$ cat src/rtl/lbm_pkg.sv
// Shared constants, types and FSM encoding for the LBM sweep controller.
package lbm_pkg;

  localparam int NX         = 16;
  localparam int NY         = 16;
  localparam int Q          = 9;
  localparam int DIST_WIDTH = 32;

  typedef logic [$clog2(NX*NY)-1:0]      node_addr_t;
  typedef logic signed [Q*DIST_WIDTH-1:0] dist_vec_t;

  typedef enum logic [2:0] {
    S_IDLE,
    S_ISSUE,
    S_WAIT,
    S_WRITE,
    S_FINISH
  } sweep_state_t;

endpackage

$ cat src/rtl/lbm_sweep_ctrl.sv
// LBM sweep controller: one read-collide-write per node, one step per full RAM sweep.
// Optional stall counter enabled by defining LBM_SWEEP_PERF_EN.
module lbm_sweep_ctrl
  import lbm_pkg::*;
#(
  parameter int NX            = lbm_pkg::NX,
  parameter int NY            = lbm_pkg::NY,
  parameter int DEPTH         = NX*NY,
  parameter int ADDRESS_WIDTH = $clog2(DEPTH),
  parameter int DATA_WIDTH    = lbm_pkg::Q*lbm_pkg::DIST_WIDTH,
  parameter int STEP_WIDTH    = 16
)(
  input  logic                     Clk,
  input  logic                     Reset_n,
  input  logic                     start,
  input  logic [STEP_WIDTH-1:0]    num_steps,
  output logic                     busy,
  output logic                     done,
  output logic [STEP_WIDTH-1:0]    step_count,
  output logic [ADDRESS_WIDTH-1:0] ram_address,
  output logic                     ram_WE,
  output logic [DATA_WIDTH-1:0]    ram_data_in,
  input  logic [DATA_WIDTH-1:0]    ram_data_out,
  output logic                     col_valid,
  input  logic                     col_ready,
  output logic [DATA_WIDTH-1:0]    col_data,
  input  logic                     res_valid,
  output logic                     res_ready,
  input  logic [DATA_WIDTH-1:0]    res_data,
  input  logic [ADDRESS_WIDTH-1:0] host_address,
  input  logic                     host_WE,
  input  logic [DATA_WIDTH-1:0]    host_data_in,
  output logic                     host_grant,
  output logic [31:0]              stall_cycles
);

  sweep_state_t             state_q, state_d;
  logic [ADDRESS_WIDTH-1:0] node_q, node_d;
  logic [STEP_WIDTH-1:0]    step_q, step_d, nsteps_q, nsteps_d;
  logic [DATA_WIDTH-1:0]    res_q, res_d;
  logic                     we;
  logic                     last_node;

  assign last_node = (node_q == ADDRESS_WIDTH'(DEPTH-1));

  always_ff @(posedge Clk) begin
    if (!Reset_n) begin
      state_q  <= S_IDLE;
      node_q   <= '0;
      step_q   <= '0;
      nsteps_q <= '0;
      res_q    <= '0;
    end else begin
      state_q  <= state_d;
      node_q   <= node_d;
      step_q   <= step_d;
      nsteps_q <= nsteps_d;
      res_q    <= res_d;
    end
  end

  always_comb begin
    state_d     = state_q;
    node_d      = node_q;
    step_d      = step_q;
    nsteps_d    = nsteps_q;
    res_d       = res_q;
    ram_address = node_q;
    ram_data_in = res_q;
    we          = 1'b0;
    col_valid   = 1'b0;
    res_ready   = 1'b0;
    done        = 1'b0;
    host_grant  = 1'b0;
    case (state_q)
      S_IDLE: begin
        host_grant  = 1'b1;
        ram_address = host_address;
        ram_data_in = host_data_in;
        we          = host_WE;
        if (start) begin
          nsteps_d = num_steps;
          step_d   = '0;
          node_d   = '0;
          state_d  = (num_steps == '0) ? S_FINISH : S_ISSUE;
        end
      end
      S_ISSUE: begin
        col_valid = 1'b1;
        if (col_ready) state_d = S_WAIT;
      end
      S_WAIT: begin
        res_ready = 1'b1;
        if (res_valid) begin
          res_d   = res_data;
          state_d = S_WRITE;
        end
      end
      S_WRITE: begin
        we = 1'b1;
        if (!last_node) begin
          node_d  = node_q + 1'b1;
          state_d = S_ISSUE;
        end else begin
          node_d  = '0;
          step_d  = step_q + 1'b1;
          state_d = (step_d == nsteps_q) ? S_FINISH : S_ISSUE;
        end
      end
      S_FINISH: begin
        done    = 1'b1;
        state_d = S_IDLE;
      end
      default: state_d = S_IDLE;
    endcase
  end

  // Reset kills any write in the same cycle, including host writes.
  assign ram_WE     = we & Reset_n;
  assign col_data   = ram_data_out;
  assign busy       = (state_q != S_IDLE);
  assign step_count = step_q;

`ifdef LBM_SWEEP_PERF_EN
  logic [31:0] stall_q, stall_d;
  logic        stall_inc;

  assign stall_inc = ((state_q == S_ISSUE) && !col_ready) ||
                     ((state_q == S_WAIT) && !res_valid);

  always_comb begin
    stall_d = stall_q;
    if (state_q == S_IDLE && start) stall_d = '0;
    else if (stall_inc && stall_q != '1) stall_d = stall_q + 1'b1;
  end

  always_ff @(posedge Clk) begin
    if (!Reset_n) stall_q <= '0;
    else          stall_q <= stall_d;
  end

  assign stall_cycles = stall_q;
`else
  assign stall_cycles = '0;
`endif

endmodule

$ cat config.mk
export PLATFORM = sky130hd
export DESIGN_NAME = lbm_sweep_ctrl
export DESIGN_NICKNAME = d
export VERILOG_FILES = /design/src/rtl/lbm_pkg.sv /design/src/rtl/lbm_sweep_ctrl.sv
export SDC_FILE = /design/constraint.sdc
export NUM_CORES = 1
export LEC_CHECK = 0
export ABC_AREA = 1
export CAP_MARGIN = 20
export CORE_AREA = 2 2 603 605
export CTS_CLUSTER_DIAMETER = 50
export DETAILED_ROUTE_END_ITERATION = 10
export DIE_AREA = 0 0 605 607
export HOLD_SLACK_MARGIN = 0.06
export RECOVER_POWER = 50
export REMOVE_ABC_BUFFERS = 1
export SLEW_MARGIN = 20
export SYNTH_ARGS = -nofsm -noshare
export SYNTH_HDL_FRONTEND = slang
export SYNTH_SLANG_ARGS = --single-unit
$ cat constraint.sdc
create_clock -name Clk -period 6.3 [get_ports Clk]
set_clock_uncertainty 0.2 [all_clocks]
set_input_delay 1.575 -clock Clk [delete_from_list [all_inputs] [get_ports Clk]]
set_output_delay 1.575 -clock Clk [all_outputs]
set_load 0.1 [all_outputs]
==> results_tabular.tex <==
\begin{tabular}{lr}
\hline
Metric & Value \\
\hline
\multicolumn{2}{l}{\textbf{Floorplan}} \\
\quad Number of ports placed on the die boundary & 1532 \\
\quad Row Count & 221 \\
\quad Vertical die dimension & 607 um \\
\quad Total Die Area & 367000 um2 \\
\quad Die extent in x & 605 um \\
\quad Core box area & 361000 um2 \\
\quad Initial core utilization & 5.09\% \\
\multicolumn{2}{l}{\textbf{Drt}} \\
\quad Starting DRT DRC Count & 2191 \\
\quad Post-route DRC & 0 \\
\quad Via count & 24300 \\
\quad Antenna viol nets, final & 0 \\
\quad Total length of routed wires & 342 mm \\
\quad Wirelength per Cell & 40.7 um \\
\quad Router iterations before antenna repair & 6 \\
\quad Post-detailed-route via-to-cell ratio & 2.89 \\
\multicolumn{2}{l}{\textbf{Placement}} \\
\quad Placed cell area & 30200 um2 \\
\quad Routability congestion estimate from global placement & 0.908 \\
\quad Number of placed instances, taps included & 8203 \\
\quad Port bufs & 923 \\
\quad Total half-perimeter wirelength after legalization and detailed placement & 288 mm \\
\multicolumn{2}{l}{\textbf{Yosys}} \\
\quad Number of instances in the synthesized netlist & 2922 \\
\quad Biggest area consumer among synthesized cells & dfxtp\_1 \\
\quad Asr flop ratio synth & 0\% \\
\quad Area contributors post-synth & dfxtp\_1 (36\%), nand2\_1 (20\%), buf\_4 (13\%) \\
\quad Count of state elements after synthesis & 331 \\
\quad Number of flops mapped to enable cells by yosys & 0 \\
\quad Area of the mapped netlist & 18400 um2 \\
\quad Sequential area share after synthesis & 36.1\% \\
\quad Total of warnings raised by yosys & 0 \\
\quad Synth Area per Inst & 6.29 um2 \\
\quad Yosys cell types & 39 \\
\quad Flip-flop cell with the highest count after synthesis & dfxtp\_1 \\
\quad Area share of the leading cell type in the synthesized netlist & 36.1\% \\
\quad Most used standard cell by instance count after synthesis & nand2\_1 \\
\quad Most instantiated cells after synthesis & nand2\_1 (967), nor2\_1 (606), dfxtp\_1 (331) \\
\multicolumn{2}{l}{\textbf{Min path}} \\
\quad Worst min path class & reg2reg \\
\quad Startpoint of the lowest-slack hold path & nsteps\_q[0] \\
\quad Number of instances on the worst hold path & 2 \\
\quad Worst hold path endpoint & nsteps\_q[0] \\
\multicolumn{2}{l}{\textbf{Run status}} \\
\quad Status & finished, violations left \\
\quad Violated checks & capacitance limit, slew limit \\
\multicolumn{2}{l}{\textbf{Setup path}} \\
\quad Register-to-register setup slack & 1.66 ns \\
\quad Worst r2r path cells & 8 \\
\quad Critical path start-end classification & reg2out \\
\quad Largest fanout of any net on the critical path & 58 \\
\quad Startpoint type of the worst setup path & register \\
\quad Setup crit end kind & primary output \\
\quad Worst reg2reg path startpoint & state\_q[1] \\
\quad Req. time, crit path & 4.53 ns \\
\quad Worst path arrival time & 3.82 ns \\
\quad Reg2Reg Capture Point & res\_q[19] \\
\multicolumn{2}{l}{\textbf{Clocking}} \\
\quad Clock input transition at the sequential cells of the worst setup and hold paths & 0.05 ns \\
\quad CTS buffer count & 87 \\
\quad Clock Latency Late Sink & 0.76 ns \\
\quad Post-CTS repair timing setup buffer count & 0 \\
\quad Maximum level of the CTS H-tree & 3 \\
\quad Clock sink count & 331 \\
\quad Total of hold buffers inserted after clock tree synthesis & 0 \\
\quad Resized cells post-CTS & 0 \\
\quad Buffer levels on the longest clock path & 4 \\
\quad TritonCTS clock tree & built \\
\quad Clock Tree Root & clkbuf\_16 \\
\multicolumn{2}{l}{\textbf{Final layout}} \\
\quad Share of final-layout standard cells stronger than drive strength 1 & 14.0\% \\
\quad Synthesis-to-finish area growth & 81.3\% \\
\quad Total of fill cells in the finished design & 42400 \\
\quad Cell area after layout & 33300 um2 \\
\quad Count of placed standard cells in the final layout, fillers left out & 8417 \\
\quad Share of the core filled with cells & 9.23\% \\
\quad Nets & 4394 \\
\multicolumn{2}{l}{\textbf{Global routing}} \\
\quad First-pass GRT wire length & 384 mm \\
\quad Antenna violations before repair & 284 \\
\quad Maximum number of pins on one net before global-route repair & 131 \\
\quad GR Overflow Total & 0 \\
\quad Overall global routing resource usage & 17.9\% \\
\quad Via count of the first global-routing pass & 20600 \\
\multicolumn{2}{l}{\textbf{Timing}} \\
\quad Transition time at the pin with the least slew margin & 2.80 ns \\
\quad Period utilization & 88.8\% \\
\quad Final setup TNS & 0 ns \\
\quad Worst hold margin & 0.275 ns \\
\quad Worst slew margin relative to its limit & -86.7\% \\
\quad Setup repair after global routing missed its margin & false \\
\quad Time the final worst path needs with I/O delays and setup & 5.60 ns \\
\quad Max frequency & 179 MHz \\
\quad Number of failing hold endpoints at the final stage & 0 \\
\quad Count of pins over their slew limit & 266 \\
\quad Final setup violating endpoints & 0 \\
\multicolumn{2}{l}{\textbf{Job}} \\
\quad Max capacitance violation total & 4 \\
\multicolumn{2}{l}{\textbf{Pwr}} \\
\quad VDD IR-drop max & 0.000451 V \\
\quad Static power due to leakage & 13.4 nW \\
\quad Cell area power density & 614 nW/um2 \\
\hline
\end{tabular}
==> worst max-delay path by stage <==
stage | startpoint | endpoint | slack, ns
floorplan | state_q[1] | ram_address[6] | -38.19
global placement | host_data_in[146] | ram_data_in[146] | 1.13
detailed placement | host_data_in[146] | ram_data_in[146] | 1.22
CTS | state_q[2] | ram_data_in[132] | 0.56
global route | res_valid | res_q[120] | 0.43
finish | state_q[2] | ram_data_in[194] | 0.70
==> worst max-delay path: stages (launching register included) <==
cell,delay [ns]
dfxtp_1,0.41
nor3_2,0.10
buf_12,0.17
inv_8,0.49
buf_4,0.62
nand2_1,0.10
nand2_1,0.35
buf_2,0.57
==> report_power, final <==
group | internal (mW) | total (mW) | leakage [nW] | switching (mW)
Clock | 3.09 | 4.76 | 1.47 | 1.66
Combinational | 2.26 | 13.0 | 9.22 | 10.7
Sequential | 2.50 | 2.74 | 2.69 | 0.247
Total | 7.85 | 20.5 | 13.4 | 12.6
==> metrics by stage <==
step	power, mW	setup slack (ns)
2_1_floorplan	6.57	-38.19
3_3_place_gp	15.9	1.13
3_5_place_dp	15.9	1.22
4_1_cts	20.8	0.563
5_1_grt	21.4	0.427
6_report	20.5	0.705
==> layout make-up <==
cell class | instances | area [um2] | share of cell area (%)
Timing Repair Buffer | 948 | 8710 | 26.2
Antenna cell | 62 | 155 | 0.466
Sequential cell | 331 | 6630 | 19.9
Tap cell | 4794 | 6000 | 18.0
Inverter | 53 | 210 | 0.631
Clock buffer | 99 | 2330 | 7.01
Clock inverter | 53 | 674 | 2.03
Multi-Input combinational cell | 2077 | 8580 | 25.8
==> kinds of logic after synthesis <==
logic type,after synthesis,share of synthesized area [%]
AOI/OAI and AO/OA,381,10.7
xor gates and xnor gates,5,0.313
adders and majority gates,2,0.136
buffers and inverters,545,17.8
DFF,331,36.1
other,1,0.0204
and+or+nand+nor,1657,34.9
==> cell usage in the layout (no fill, tap or decap), types with 2 or more instances in the layout <==
cell type and n:
inv_2 2, clkbuf_1 6, inv_6 19, a221oi_1 2, clkinvlp_4 5, dfxtp_1 331
nand2_1 966, nand3_1 48, buf_2 15, ha_1 2, buf_4 296, clkbuf_2 3
o21ai_0 328, conb_1 32, nor3_1 3, nand2_2 5, nand4_1 12, clkinv_2 7
clkbuf_8 7, clkinv_4 11, a211oi_1 4, dlygate4sd3_1 2, o211a_1 2, xnor2_1 3
bufinv_16 10, nor2_1 607, nand3_2 3, nor2_4 3, nor2_2 5, inv_1 48
diode_2 62, a21oi_1 38, clkdlybuf4s50_1 620, clkbuf_16 89, buf_12 7, o21ai_1 2
==> flip-flops by register name (all words and copies together) (netlist names) <==
signal      count
step_count     16
nsteps_q       16
res_q         288
node_q          8
state_q         3
==> routing by layer <==
| layer | routed length [um] | vias to the layer above | global-route usage [%] | share of wire (%) |
|---|---|---|---|---|
| met4 | 10600 | 146 | 4.40 | 3.1 |
| met1 | 124000 | 10900 | 18.7 | 36 |
| met2 | 120000 | 2584 | 22.3 | 35 |
| met5 | 7120 | - | 11.9 | 2.1 |
| li1 | - | 10000 | - | - |
| met3 | 80500 | 677 | 19.9 | 24 |
No activity file was read; power rests on OpenSTA's default activity.
